### src/rtl/bnn_pkg.sv
// Shared types and sizing helpers for the binary-neural-network layer.
package bnn_pkg;

  typedef enum logic [1:0] {
    IDLE = 2'd0,
    LOAD = 2'd1,
    EVAL = 2'd2,
    DONE = 2'd3
  } state_t;

  // Ceiling log2; clog2(1) = 0.
  function automatic int unsigned clog2(input int unsigned v);
    int unsigned r;
    int unsigned p;
    r = 0;
    p = 1;
    while (p < v) begin
      p = p << 1;
      r = r + 1;
    end
    return r;
  endfunction

  // Counter width able to hold a popcount of 0..n_in.
  function automatic int unsigned cnt_w(input int unsigned n_in);
    return clog2(n_in + 1);
  endfunction

  // Bits per neuron record: {thr, w}.
  function automatic int unsigned rec_w(input int unsigned n_in);
    return n_in + cnt_w(n_in);
  endfunction

endpackage

### src/rtl/bnn_neuron.sv
// Combinational binary neuron: popcount(XNOR(x, w)) >= thr, unsigned.
module bnn_neuron #(
  parameter int unsigned N_IN  = 6,
  parameter int unsigned CNT_W = 3
) (
  input  logic [N_IN-1:0]  x,
  input  logic [N_IN-1:0]  w,
  input  logic [CNT_W-1:0] thr,
  output logic             fire_c
);

  logic [N_IN-1:0]  match;
  logic [CNT_W-1:0] cnt;

  // XNOR agreement count, then threshold compare
  always_comb begin
    match  = ~(x ^ w);
    cnt    = '0;
    fire_c = 1'b0;
    for (int i = 0; i < int'(N_IN); i++) begin
      cnt = cnt + CNT_W'(match[i]);
    end
    fire_c = (cnt >= thr);
  end

endmodule

### src/rtl/bnn_layer_seq.sv
// Sequential BNN layer: serial config chain, one shared neuron evaluated per
// cycle, atomic commit of the whole output vector.
module bnn_layer_seq
  import bnn_pkg::*;
#(
  parameter int unsigned N_IN  = 6,
  parameter int unsigned N_OUT = 8,
  parameter int unsigned LD_W  = 6
) (
  input  logic             clk,
  input  logic             rst,
  input  logic             setup,
  input  logic [LD_W-1:0]  ld_data,
  input  logic [N_IN-1:0]  x,
  input  logic             x_valid,
  output logic             x_ready,
  output logic [N_OUT-1:0] y,
  output logic             y_valid,
  output logic             busy
);

  localparam int unsigned CNT_W = cnt_w(N_IN);
  localparam int unsigned REC   = rec_w(N_IN);
  localparam int unsigned TOTAL = N_OUT * REC;
  localparam int unsigned IDX_W = (N_OUT > 1) ? clog2(N_OUT) : 1;
  localparam logic [IDX_W-1:0] IDX_LAST = IDX_W'(N_OUT - 1);

  state_t           state;
  state_t           next_state;
  logic [TOTAL-1:0] chain;
  logic [N_IN-1:0]  x_q;
  logic [IDX_W-1:0] idx;
  logic [N_OUT-1:0] scratch;
  logic [N_OUT-1:0] y_next_c;
  logic [REC-1:0]   recs_c [N_OUT];
  logic [REC-1:0]   rec_c;
  logic             fire_c;
  logic             accept_c;
  logic             commit_c;

  // Slice the chain into per-neuron {thr, w} records
  for (genvar j = 0; j < N_OUT; j++) begin : g_rec
    assign recs_c[j] = chain[j*REC +: REC];
  end

  assign rec_c = recs_c[idx];

  bnn_neuron #(
    .N_IN  (N_IN),
    .CNT_W (CNT_W)
  ) u_neuron (
    .x      (x_q),
    .w      (rec_c[N_IN-1:0]),
    .thr    (rec_c[REC-1:N_IN]),
    .fire_c (fire_c)
  );

  // State register
  always_ff @(posedge clk or posedge rst) begin
    if (rst) state <= IDLE;
    else     state <= next_state;
  end

  // Next state and per-cycle control; setup overrides everything
  always_comb begin
    next_state = state;
    accept_c   = 1'b0;
    commit_c   = 1'b0;
    if (setup) begin
      next_state = LOAD;
    end else begin
      case (state)
        LOAD: next_state = IDLE;
        IDLE, DONE: begin
          if (x_valid && x_ready) begin
            accept_c   = 1'b1;
            next_state = EVAL;
          end
        end
        EVAL: begin
          if (idx == IDX_LAST) begin
            commit_c   = 1'b1;
            next_state = DONE;
          end
        end
        default: next_state = IDLE;
      endcase
    end
  end

  // Final result vector including the neuron evaluated this cycle
  always_comb begin
    y_next_c      = scratch;
    y_next_c[idx] = fire_c;
  end

  // Config chain, captured input, evaluation index and registered outputs
  always_ff @(posedge clk or posedge rst) begin
    if (rst) begin
      chain   <= '0;
      x_q     <= '0;
      idx     <= '0;
      scratch <= '0;
      y       <= '0;
      y_valid <= 1'b0;
      x_ready <= 1'b0;
      busy    <= 1'b0;
    end else begin
      x_ready <= (next_state == IDLE) || (next_state == DONE);
      busy    <= (next_state == EVAL);
      if (setup) begin
        chain   <= TOTAL'({chain, ld_data});
        y_valid <= 1'b0;
      end
      if (accept_c) begin
        x_q     <= x;
        idx     <= '0;
        y_valid <= 1'b0;
      end
      if ((state == EVAL) && !setup) begin
        scratch[idx] <= fire_c;
        idx          <= idx + IDX_W'(1);
      end
      if (commit_c) begin
        y       <= y_next_c;
        y_valid <= 1'b1;
        idx     <= '0;
      end
    end
  end

endmodule
### config.mk
export PLATFORM = sky130hd
export DESIGN_NAME = bnn_layer_seq
export DESIGN_NICKNAME = d
export VERILOG_FILES = /design/src/rtl/bnn_pkg.sv /design/src/rtl/bnn_neuron.sv /design/src/rtl/bnn_layer_seq.sv
export SDC_FILE = /design/constraint.sdc
export NUM_CORES = 1
export LEC_CHECK = 0
export CORE_UTILIZATION = 56
export CTS_CLUSTER_DIAMETER = 40
export DETAILED_ROUTE_END_ITERATION = 16
export GPL_ROUTABILITY_DRIVEN = 0
export PLACE_DENSITY_LB_ADDON = 0.25
export REMOVE_ABC_BUFFERS = 1
export SLEW_MARGIN = 15
export SYNTH_ARGS = -nofsm -noshare
export SYNTH_HDL_FRONTEND = slang
export SYNTH_HIERARCHICAL = 1
export SYNTH_SLANG_ARGS = --single-unit
### constraint.sdc
create_clock -name clk -period 11.3 [get_ports clk]
set_input_delay 2.825 -clock clk [delete_from_list [all_inputs] [get_ports clk]]
set_output_delay 2.825 -clock clk [all_outputs]
set_load 0.03 [all_outputs]
## Word-level counts from Yosys, hierarchy flattened

Cells that the tools add are included.

| storage, ports and cells | value |
|---|---|
| bits in latches | 0 |
| bits of input ports | 16 |
| memories kept | 0 |
| RAM bits | 0 |
| bits in read-only memories | 0 |
| output and inout bits | 11 |
| register bits | 102 |

| cells by class | value |
|---|---|
| div/mod/pow operators | 0 |
| $add $sub $neg | 6 |
| muxes and demuxes | 22 |
| multiply operators | 0 |
| eq/ne operators | 6 |
| shifts and indexed selects | 0 |
| reductions and logical operators | 10 |
| bitwise operators | 3 |
| order comparisons | 4 |

Operators by type and width:

| operator | number |
|---|---|
| 9-bit binary-select mux with 3-bit select | 1 |
| 9-bit 2-to-1 mux | 2 |
| 3-bit by 1-bit adder with 3-bit output | 4 |
| 1-bit 2-to-1 mux | 10 |
| 3-bit 2-to-1 mux | 3 |
| 8-bit bitwise mux | 1 |
| 2-bit equality test, second input constant | 4 |
| 2-bit 2-to-1 mux | 3 |
| 6-bit inverter | 1 |
| 2-bit case mux with 3 select lines | 1 |
| 3-bit nonzero test | 2 |
| 6-bit XOR | 1 |
| 4-bit >= comparator, second input constant | 1 |
| 2-bit logical NOT | 2 |
| 3-bit by 4-bit < comparator with 1-bit output, second input constant | 1 |
| 3-bit inverter with 4-bit output | 1 |
| 3-bit by 1-bit adder with 3-bit output, second input constant | 1 |
| 1-bit demux with 3-bit select | 1 |
| 3-bit equality test, second input constant | 1 |
| 3-bit by 1-bit >= comparator with 1-bit output, second input constant | 1 |
| 3-bit >= comparator | 1 |
| 1-bit logical AND | 3 |
| 1-bit by 1-bit adder with 2-bit output | 1 |
| 2-bit by 1-bit equality test with 1-bit output, second input constant | 1 |
| 3 further kinds | 3 |

## Logic depth before layout (Yosys ltp)

| logic depth | value |
|---|---|
| word-level depth | 13 |
| gate-level depth with buffers | 17 |
| mapped depth without buffers | 14 |

## By module

Netlist, hierarchy kept.

By module, submodules not included:

| module | seq. area each (µm²) | area an instance (µm²) | cells each | times used |
|---|---|---|---|---|
| bnn_layer_seq | 2552.4 | 4703.3 | 323 | 1 |
| bnn_neuron | 0.0 | 201.4 | 22 | 1 |

## Least setup slack after synthesis

OpenSTA, ideal clock, no wires.

| path | value |
|---|---|
| kind | reg-to-reg |
| from | register idx[0] |
| to | register y[5] |
| path slack | 6953 ps |
| period minus slack after synthesis | 4347 ps |
| data arrival time | 4264 ps |
| library setup time | 83 ps |
| cell stages (with the launch flop) | 17 |
| cell sequence | dfrtp_1 > buf_6 > buf_12 > mux4_1 > mux2_2 > xor2_1 > fa_1 > inv_1 > fa_1 > ha_1 > fa_1 > ha_1 > nand2_1 > o21ai_1 > clkbuf_1 > mux2i_1 > o21ai_0 |

| on the way | value |
|---|---|
| elaborated cells on any way between the ends | 22 |
| those cells by class | add/sub (5); order compare (3); eq/ne (1); mux (9); bitwise (3); reduce/logical (1) |

RTL lines:

| what | RTL line | source |
|---|---|---|
| start: declaration | bnn_layer_seq.sv:32 | `logic [IDX_W-1:0] idx;` |
| start signal: assignment | bnn_layer_seq.sv:122 | `idx <= idx + IDX_W'(1);` |
| 3-bit inverter with 4-bit output (not written as such) | bnn_layer_seq.sv:46 | `assign rec_c = recs_c[idx];` |
| 9-bit binary-select mux with 3-bit select | bnn_layer_seq.sv:46 |  |
| 9-bit 2-to-1 mux (not written as such) (2 in series) | bnn_layer_seq.sv:46 |  |
| named net rec_c[3] | bnn_layer_seq.sv:36 | `logic [REC-1:0] rec_c;` |
| 6-bit XOR | bnn_neuron.sv:17 | `match = ~(x ^ w);` |
| 6-bit inverter | bnn_neuron.sv:17 |  |
| 3-bit by 1-bit adder with 3-bit output (3 in series) | bnn_neuron.sv:21 | `cnt = cnt + CNT_W'(match[i]);` |
| 3-bit >= comparator | bnn_neuron.sv:23 | `fire_c = (cnt >= thr);` |
| named net fire_c | bnn_layer_seq.sv:37 | `logic fire_c;` |
| 8-bit bitwise mux | bnn_layer_seq.sv:94 | `y_next_c[idx] = fire_c;` |
| end signal: assignment | bnn_layer_seq.sv:125 | `y <= y_next_c;` |
| end: declaration | bnn_layer_seq.sv:17 | `output logic [N_OUT-1:0] y,` |

The timed path passes the listed nets, and every way through them passes these cells. The select of a mux whose other input is x is not followed.
A chain may end at the register's enable or synchronous reset.

## Worst setup path after layout

| path | value |
|---|---|
| from | register idx[0] |
| to | register y[7] |

The elaborated chain is that of the path after synthesis.

==> impl_metrics.toml <==
[timing]
slew_headroom_pct = 36.0
setup_viol = 0
max_freq_mhz = 186
tns_ns = 0
min_period_over_period_pct = 47.5
finClkSkew_ns = 0.00740
rsz0062_at_grt = "false"
finalHoldViolCount = 0
fin_ws_ns = 5.93
final.min_clock_period_ns = 5.37
worst_slew_pin_slew_ns = 0.961
drv_slew = 0

[worst_setup_path]
worst-path-buf-inv = 2
crit_family = "adder cells"
crit_slowest_cell = "dfrtp_1"
worst-r2r-cell-count = 14
cp.arrival_ns = 5.65
crit_required_ns = 11.58
ff2ff_setup_slack_ns = 5.93
endpoint = "y[7]"
path_class = "flip-flop to flip-flop"
reg2reg_from = "idx[0]"
critical_path.most_common_cell = "fa_1"
critPathCaptureType = "flip-flop"
crit_fanout = 22
start_kind = "flip-flop"
r2r-end = "y[7]"
worst_path_largest_cell_delay_ns = 0.81
cp_cell_sequence = "buf_4 > mux4_1 > mux2_2 > xor2_1 > fa_1 > inv_1 > fa_1 > ha_1 > fa_1 > ha_1 > nand2_1 > o21ai_1 > mux2i_1 > o21ai_0"
cp.depth = 14
crit_path_start = "idx[0]"

[routing]
drtIter0Drc = 90
postRouteAntennaNets = 0
firstDrtPassIters = 4
wire_per_inst_um = 17.4
vias = 2761
via_per_inst = 5.80
wirelength_um = 8290
drc = 0

[clocking]
cts_max_path_buffers = 2
cts_tree = "done"
cts_setup_buffers = 0
cts-root-buf = "clkbuf_8"
cts_resized = 0
clkLatencyLatePin_ns = 0.36
numCtsBuffers = 9
hold_buffers = 0
clock-sinks = 102
cts_htree_levels = 3
path_clk_slew_ns = 0.10

[place]
portBuffers = 26
post-dp-hpwl_um = 5520
place_worst_setup_slack_ns = 5.89
dp_cells = 460

[die]
die_h_um = 95.6
rows = 33
core_um2 = 8340
die_w_um = 95.6
initial_core_util_pct = 58.8
die-area_um2 = 9140
io_pins = 27

[hold_path]
worstHoldPathCells = 2
hp-class = "flip-flop to flip-flop"

[synth]
synthCells = 345
ys_async_sr_fraction_pct = 100
avgSynthCellArea_um2 = 14.2
ys.flop_type = "dfrtp_1"
yosys_warnings = 6
synth_area_um2 = 4900
synth_edf_count = 0
ys_seq_area_share_pct = 52.0
synth_seq_cells = 102
ys_types = 38

[finish]
final-seq-area_um2 = 2550
layout.cells.non_filler = 476
final_layout_size_suffix_gt1_share_pct = 33.2
multiInputGateArea_um2 = 2190
num-nets-final = 395
antenna_cells = 0
flow.area_growth_from_synthesis_pct = 9.54
final_core_util_pct = 64.4
fillers = 632

[global_route]
antenna_found_initial = 0
grt_usage_pct = 20.6
first_global_vias = 2810
overflow = 0
grt_max_degree = 79
grt_first_pass_wirelength_um = 14100

[outcome]
status = "completed"

[run]
cap_violations = 0

[pwr]
p_leak_nw = 2.29
power.density_nw_per_um2 = 201
ir_drop_mv = 0.0937
power.total_w = 0.00108
-- sequential cells by signal, summed over array words and instances (netlist names) --
name / count
scratch: 8
y_valid: 1
busy: 1
idx: 3
y: 8
x_ready: 1
chain: 72
x_q: 6
state: 2
-- metrics by stage --
step / hold WS (ns) / instance area (µm²)
floorplan: 0.472 / 4770
global placement: 0.464 / 5200
detailed placement: 0.469 / 5200
CTS: 0.492 / 5370
global route: 0.515 / 5370
finish: 0.483 / 5370
-- area by class of cell --
class,instances,share of cell area (%)
inverter,9,0.675
timing repair buffer,31,5.45
sequential,102,47.5
clock inverter,7,0.908
clock buffer,9,2.31
multi-input combinational,213,40.7
tap,105,2.45
-- logic make-up (layout without fill, tap and decap cells) --
group,count (synthesis),in the layout,share of synthesized area (%)
and+or+nand+nor,53,53,5.97
adders and majority gates,13,13,3.78
muxes,119,119,31.1
xor gates and xnor gates,6,6,1.07
AOI/OAI and AO/OA,22,22,2.68
buffers and inverters,30,56,3.37
DFF,102,102,52.0
-- how the worst min path moves through the flow --
stage	from	endpoint	slack, ns
after global routing	y[2]	y[2]	0.52
final	y[2]	y[2]	0.48
after floorplan	chain[66]	chain[66]	0.47
after CTS	y[2]	y[2]	0.49
after detailed placement	y[2]	y[2]	0.47
after global placement	y[5]	y[5]	0.46
-- worst reg2reg max path, delay by kind of cell (launching register included) --
family          cells  cell delay [ns]
compound gates      2             0.93
xor+xnor            1             0.17
fa+ha+maj           5             1.89
buf+inv             2             0.42
flops               1             0.81
mux                 3             1.04
simple gates        1             0.04
-- per-layer routing --
layer / part of all wire, % / vias to the layer above / track usage (%) / wire, µm
li1: - / 1292 / - / -
met1: 48 / 1416 / 29.3 / 3980
met2: 48 / 46 / 32.1 / 4010
met3: 2.9 / 7 / 5.42 / 238
met4: 0.69 / 0 / 4.10 / 57
met5: 0 / - / 0 / 0
-- synthesized netlist by cell type, drive strengths merged (2+ instances only) --
master  count  area share (%)
buf        17             2.4
mux4       15             7.5
nand2      14             1.1
o21ai      11             1.1
dfrtp     102              52
nor2        4            0.31
fa          3             1.2
mux2i      11             2.2
clkbuf      4            0.31
xnor2       3            0.54
o31ai       2            0.31
mux2       93              21
nor3b       4            0.61
xor2        3            0.54
a21oi       3            0.31
inv         9            0.69
ha         10             2.6
nand3b      9             1.4
nand3       5            0.51
nand2b      6            0.77
nor3        6            0.61
-- where the power goes --
group          leakage, nW  internal, W  switching [W]
Clock               0.0898    0.0000809       0.000126
Sequential            1.26     0.000463      0.0000786
Combinational        0.948     0.000176       0.000157
-- cell usage in the layout, fill, tap and decap left out, drive strengths merged, types with 9 or more instances in the layout --
cell type      instances
mux2                  93
nand2                 14
dfrtp                102
nand3b                 9
mux4                  15
clkdlybuf4s50         25
o21ai                 11
inv                   11
mux2i                 11
ha                    10
clkbuf                 9
No activity file was read; power rests on OpenSTA's default activity.
